### src/rtl/peri_led_pkg.sv
// Shared definitions for the LED peripheral driver: the tag encoding of the
// GPIO bus word, register reset values and the word layout.
package peri_led_pkg;

  // Width of the free-running PWM counter and of every LED-side register.
  localparam int PWM_W = 8;

  // Tag carried in bits [9:8] of every word from the GPIO bus stage.
  typedef enum logic [1:0] {
    TAG_NONE  = 2'b00,
    TAG_PAT   = 2'b01,
    TAG_DUTY  = 2'b10,
    TAG_BLINK = 2'b11
  } tag_e;

  // Register values after reset: all LEDs off, full duty, no blinking.
  localparam logic [PWM_W-1:0] PATTERN_RST = 8'h00;
  localparam logic [PWM_W-1:0] DUTY_RST    = 8'hFF;
  localparam logic [PWM_W-1:0] BLINK_RST   = 8'h00;

  // Layout of the tagged bus word.
  typedef struct packed {
    tag_e             tag;
    logic [PWM_W-1:0] payload;
  } word_t;

endpackage

### src/rtl/led_pwm.sv
// Free-running 8-bit PWM counter and duty compare for the LED driver.
// pwm_on is high while the counter is below duty, so duty 0 never lights the
// LEDs and duty 255 lights them for 255 of every 256 cycles. A new duty value
// takes effect on the next compare without disturbing the counter.
module led_pwm
  import peri_led_pkg::*;
(
  input  logic             clk,
  input  logic             resetn,
  input  logic [PWM_W-1:0] duty,
  output logic             pwm_on
);

  logic [PWM_W-1:0] pwm_cnt;

  // Counter wraps 255 -> 0 by natural overflow; cleared only by reset.
  always_ff @(posedge clk) begin
    // NOTE: sequential state is always written with <= so every flop samples
    // the pre-edge value of every other flop, independent of block order.
    if (!resetn) begin
      pwm_cnt <= '0;
    end else begin
      pwm_cnt <= pwm_cnt + 8'd1;
    end
  end

  assign pwm_on = (pwm_cnt < duty);

endmodule

### src/rtl/peri_led_drv.sv
// LED peripheral driver. Tagged words from the GPIO bus stage are committed
// once per rising edge of peri_addr_ok and update the pattern, duty or blink
// registers. The LED output is the pattern gated by PWM and blink phase,
// optionally inverted for active-low LEDs, and registered.
//
// Optional feature: define PERI_LED_BLINK_EN to build the blink logic
// (prescaler, period counter, blink register). Without it, blink words are
// ignored and the blink phase is permanently 1.
module peri_led_drv
  import peri_led_pkg::*;
#(
  parameter int PRESC_W = 16,
  parameter bit INV_OUT = 1'b0
) (
  input  logic             clk,
  input  logic             resetn,
  input  logic [9:0]       pin_wdata,
  input  logic             peri_addr_ok,
  output logic [PWM_W-1:0] led,
  output logic             busy
);

  if (PRESC_W < 1) begin : g_presc_chk
    $error("peri_led_drv: PRESC_W must be at least 1");
  end

  // ---------------------------------------------------------------------
  // Strobe edge detection
  // ---------------------------------------------------------------------
  logic  strb_q;
  logic  strb_qq;
  logic  strb_block;  // a strobe still high from before reset is ignored
  logic  commit;
  word_t wr;

  assign wr = pin_wdata;

  // Two-stage strobe history; after reset the strobe must go low before a
  // new access is recognised, so an access cut by reset never commits.
  always_ff @(posedge clk) begin
    if (!resetn) begin
      strb_q     <= 1'b0;
      strb_qq    <= 1'b0;
      strb_block <= 1'b1;
    end else begin
      strb_q     <= peri_addr_ok & ~strb_block;
      strb_qq    <= strb_q;
      strb_block <= strb_block & peri_addr_ok;
    end
  end

  // One cycle per strobe high period, however long the strobe stays high.
  assign commit = strb_q & ~strb_qq;
  assign busy   = commit | (peri_addr_ok & ~strb_q & ~strb_block);

  // ---------------------------------------------------------------------
  // Pattern and duty registers
  // ---------------------------------------------------------------------
  logic [PWM_W-1:0] pattern;
  logic [PWM_W-1:0] duty;

  // Payload is captured only on the commit cycle; other tags leave these alone.
  always_ff @(posedge clk) begin
    if (!resetn) begin
      pattern <= PATTERN_RST;
      duty    <= DUTY_RST;
    end else if (commit) begin
      case (wr.tag)
        TAG_PAT:  pattern <= wr.payload;
        TAG_DUTY: duty    <= wr.payload;
        default:  ;
      endcase
    end
  end

  // ---------------------------------------------------------------------
  // Blink phase
  // ---------------------------------------------------------------------
  logic blink_phase;

`ifdef PERI_LED_BLINK_EN
  logic [PWM_W-1:0]   blink;
  logic [PRESC_W-1:0] presc;
  logic [PWM_W-1:0]   period;
  logic               blink_wr;

  assign blink_wr = commit & (wr.tag == TAG_BLINK);

  // Phase toggles every blink * 2^PRESC_W cycles: the prescaler counts
  // 2^PRESC_W cycles, the period counter counts prescaler wraps up to blink.
  // A blink write restarts the sequence with the LEDs in the lit phase.
  always_ff @(posedge clk) begin
    if (!resetn) begin
      blink       <= BLINK_RST;
      presc       <= '0;
      period      <= '0;
      blink_phase <= 1'b1;
    end else if (blink_wr) begin
      blink       <= wr.payload;
      presc       <= '0;
      period      <= '0;
      blink_phase <= 1'b1;
    end else if (blink == '0) begin
      presc       <= '0;
      period      <= '0;
      blink_phase <= 1'b1;
    end else begin
      presc <= presc + PRESC_W'(1);
      if (presc == '1) begin
        if (period == blink - 8'd1) begin
          period      <= '0;
          blink_phase <= ~blink_phase;
        end else begin
          period <= period + 8'd1;
        end
      end
    end
  end
`else
  assign blink_phase = 1'b1;
`endif

  // ---------------------------------------------------------------------
  // PWM and output stage
  // ---------------------------------------------------------------------
  logic             pwm_on;
  logic [PWM_W-1:0] led_next;

  led_pwm u_led_pwm (
    .clk    (clk),
    .resetn (resetn),
    .duty   (duty),
    .pwm_on (pwm_on)
  );

  assign led_next = (pattern & {PWM_W{pwm_on & blink_phase}}) ^ {PWM_W{INV_OUT}};

  // Registered LED drive; reset leaves every LED off in either polarity.
  always_ff @(posedge clk) begin
    if (!resetn) begin
      led <= {PWM_W{INV_OUT}};
    end else begin
      led <= led_next;
    end
  end

endmodule

### config.mk
export PLATFORM = sky130hd
export DESIGN_NAME = peri_led_drv
export DESIGN_NICKNAME = d
export VERILOG_FILES = /design/src/rtl/peri_led_pkg.sv /design/src/rtl/led_pwm.sv /design/src/rtl/peri_led_drv.sv
export SDC_FILE = /design/constraint.sdc
export NUM_CORES = 1
export LEC_CHECK = 0
export ABC_AREA = 1
export CELL_PAD_IN_SITES_DETAIL_PLACEMENT = 0
export CELL_PAD_IN_SITES_GLOBAL_PLACEMENT = 1
export CORE_MARGIN = 3
export CORE_UTILIZATION = 38
export DETAILED_ROUTE_END_ITERATION = 10
export GPL_TIMING_DRIVEN = 0
export PLACE_DENSITY_LB_ADDON = 0.1
export SETUP_SLACK_MARGIN = 0.1
export SYNTH_ARGS = -nofsm -noshare
export SYNTH_HDL_FRONTEND = slang
export SYNTH_HIERARCHICAL = 1
export SYNTH_SLANG_ARGS = --single-unit
### constraint.sdc
create_clock -name clk -period 1.8 [get_ports clk]
set_input_delay 0.18 -clock clk [delete_from_list [all_inputs] [get_ports clk]]
set_output_delay 0.18 -clock clk [all_outputs]
set_load 0.05 [all_outputs]
==> results by stage <==
Worst setup path:
- The arrival time at the worst endpoint is 1.45 ns.
- The first element of the critical path is strb_q.
- The critical path class is reg2out.
- The launching element type of the critical path is a flip-flop.
- The required time at the worst-slack endpoint is 1.62 ns.
- STA classifies the critical path endpoint as an output port.
- Along the worst path, the maximum fanout reaches 4.
- The startpoint of the lowest-slack register-to-register path is duty[7].

Floorplanning:
- The die is between 60 and 70 um wide.
- The die outline area is about 0.0048 sq mm.
- The initial standard-cell utilization of the core is 0.405.
- The number of top-level design ports is 22.
- The row count is 22.
- The area of the placeable core is ~0.0038 sq mm.
- The die is 69.4 um tall.

Logic synthesis:
- The count of flip-flops with a built-in enable after synthesis is 0.
- For this run, asynchronously set or reset flops after synthesis account for 0.
- The number of distinct library cells after synthesis is 21.
- The mapped netlist covers ~0.0015 sq mm.
- The synthesized design contains 35 register bits.
- The number of nets in the synthesized netlist is 222.
- The share of the Yosys chip area taken by registers is 0.458.
- For this run, the number of Yosys warnings is 6.
- Synthesis handed over a netlist of approximately 200 instances.
- The commonest register cell after synthesis is sky130_fd_sc_hd__dfxtp_1.
- The average cell area after synthesis is roughly 7.6 sq um.

Timing:
- The worst hold slack after final layout is about 0.43 ns.
- The fraction of the cycle the final worst path needs is 0.905.
- The final number of max-transition violations was 0.
- Setup slack on the critical path of the routed design comes to between 0.15 and 0.2 ns.
- The final setup skew is between 0.006 and 0.007 ns.
- The maximum clock rate is roughly 610 MHz.
- Setup repair after global routing left no endpoint under its margin.
- For the finished layout, the period the worst path requires is 1.63 ns.
- The count of endpoints failing hold in the final timing report is 0.
- Headroom to the max-slew limit came out at 0.671.
- The count of endpoints failing setup in the final report is 0.
- The transition time at the pin with the least slew margin is just under 0.5 ns.
- In the final timing run, aggregate negative setup slack is 0 ns.

Detailed routing:
- Dividing the detail-routed wire length by the instance count gives 10.4 um.
- Wires add up to roughly 2.9 mm.
- The number of antenna-violating nets in the routed design is 0.
- The count of TritonRoute iterations in the first routing pass is 4.
- In the routed layout, each cell is associated on average with a via count of between 4 and 5.
- The detailed-route DRC error count is 0.
- The total via count in the routed design is between 1k and 1.5k.
- The detailed router finished its first iteration with 60 violations.

Hold path:
- The startpoint of the most critical hold path is pattern[2].
- The path class of the tightest hold or removal check is reg2reg.

Place:
- The placed wire-length estimate is ~2.3 mm.
- Before CTS, the worst setup slack after placement is -0.0883 ns.
- Including well taps, the total number of placed cells is 270.
- The final estimated routing congestion in global placement is ~0.74.
- The count of buffers added on input and output ports is 21.

GRT:
- The total track usage is 0.140.
- The number of antenna violations at the first check in global routing was 0.
- The sum of overflow across all layers after global routing is 0.
- The pin count of the biggest net entering global routing is 11.
- The wire length of the first global-routing pass is about 5.3 mm.
- The via count of the first global-routing pass is between 1k and 1.5k.

Final layout:
- The number of antenna diodes in the final layout is 0.
- Relative to the synthesized area, the layout overhead comes to 22.8%.
- The net total in the final layout is 250.
- The finished layout holds 276 standard cells, fillers aside.
- The share of post-route cells with drive strength above 1 is 0.0921.

Outcome:
- The flow ran to the end, and the final reports show no timing, DRC or antenna violations.

Clock tree:
- Clock tree synthesis found a total of 35 sinks.
- The number of clock buffers inserted by TritonCTS is 5.
- In this run the clock root is driven by a sky130_fd_sc_hd__clkbuf_8.
- After clock tree synthesis, the clock-pin slew on the worst setup and hold paths is roughly 0.060 ns.
- The insertion delay of the later-clocked pin in the worst-skew pair is 0.28 ns.
- In this run, post-CTS hold repair placed 0 buffers.
- The H-tree was split into 2 levels.
- The clock tree from TritonCTS is yes.
- The clock passes through at most 2 buffers.
- After clock tree synthesis, the setup repair step added 0 buffers.

Pwr:
- Across the VDD grid, the largest voltage drop is approximately 0.37 mV.
- Power comes to approximately 1.4 mW.
- The leakage power total is 0.928 nW.
- The total power divided by cell area is between 700 and 800 mW/mm^2.

Job:
- Across the run, the number of max-cap violations was 0.
==> logic make-up after synthesis <==
group                      synth area share
and+or+nand+nor                       0.334
buffers and inverters                0.0990
DFF                                   0.458
AOI/OAI and AO/OA                    0.0376
adders and majority gates            0.0655
xor gates and xnor gates            0.00573
==> cell usage in the layout, fill, tap and decap left out <==
master                            count
sky130_fd_sc_hd__o31ai_2              1
sky130_fd_sc_hd__and2_1               1
sky130_fd_sc_hd__nor2_4               5
sky130_fd_sc_hd__dfxtp_1             34
sky130_fd_sc_hd__o21ai_0              4
sky130_fd_sc_hd__inv_2                2
sky130_fd_sc_hd__dlygate4sd2_1        1
sky130_fd_sc_hd__ha_1                 8
sky130_fd_sc_hd__buf_6                2
sky130_fd_sc_hd__nand3_1             24
sky130_fd_sc_hd__a21oi_1              6
sky130_fd_sc_hd__dfxtp_2              1
sky130_fd_sc_hd__nand2_1             43
sky130_fd_sc_hd__nand3_2              2
sky130_fd_sc_hd__clkbuf_8             5
sky130_fd_sc_hd__clkbuf_2             1
sky130_fd_sc_hd__nand4_1              2
sky130_fd_sc_hd__clkdlybuf4s50_1     20
sky130_fd_sc_hd__buf_2                1
sky130_fd_sc_hd__xor2_1               1
sky130_fd_sc_hd__nor2_1              30
sky130_fd_sc_hd__nand2_4              1
sky130_fd_sc_hd__inv_1               29
sky130_fd_sc_hd__clkinv_1             1
sky130_fd_sc_hd__clkbuf_1             1
sky130_fd_sc_hd__nor3_1               2
==> critical path: stages, from the launching register on <==
cell	delay, ns
sky130_fd_sc_hd__dfxtp_1	0.40
sky130_fd_sc_hd__nand2_1	0.14
sky130_fd_sc_hd__o31ai_2	0.08
sky130_fd_sc_hd__dlygate4sd2_1	0.55
==> state kept, by name, indices dropped and copies added, names as in the netlist <==
| name | count |
|---|---|
| led | 8 |
| u_led_pwm/pwm_cnt | 8 |
| strb_block | 1 |
| strb_q | 1 |
| strb_qq | 1 |
| duty | 8 |
| pattern | 8 |
==> Yosys cell counts (all sizes together), types with 2 or more instances <==
cell,number,area [sq um]
ha,8,100
nand3,26,140
o21ai,4,20.0
dfxtp,35,701
nand2,44,173
nor2,35,169
buf,4,31.3
inv,31,116
nand4,2,12.5
nor3,2,10.0
a21oi,6,30.0
==> layout make-up <==
class / instances / area, sq um
timing repair buffer: 21 / 209
buffer: 4 / 32.5
sequential: 35 / 702
tap: 48 / 60.1
clock buffer: 6 / 72.6
fill: 393 / 1890
inverter: 32 / 120
multi-input combinational: 130 / 682
==> final timing paths <==
| check | cells after the start | slack [ns] | to |
|---|---|---|---|
| setup reg to reg | 8 | 0.26 | led[5] |
| setup / recovery | 3 | 0.17 | busy |
| hold reg to reg | 2 | 0.43 | led[2] |
| hold / removal | 2 | 0.43 | led[2] |
==> stage by stage <==
step	instance area, sq um	utilization
after floorplan	1530	-
after global placement	1800	0.478
after detailed placement	1800	0.478
after CTS	1880	0.497
after global routing	1880	0.498
final	1880	0.498
==> where the power goes <==
group	switching [mW]	internal (mW)
Clock	0.257	0.258
Combinational	0.0731	0.0550
Sequential	0.0128	0.791
==> per-layer routing <==
layer  wire [um]  vias to the layer above  global-route usage
met2        1220                       27               0.208
li1            -                      679                   -
met3         167                        6              0.0420
met5           0                        -                   0
met4          48                        0              0.0781
met1        1450                      545               0.179
==> timing repair <==
item	4_1_cts	5_1_grt
endpoints found under the setup margin	1	8
gates resized for setup	1	2
gates cloned	0	0
No activity file was read; power rests on OpenSTA's default activity.
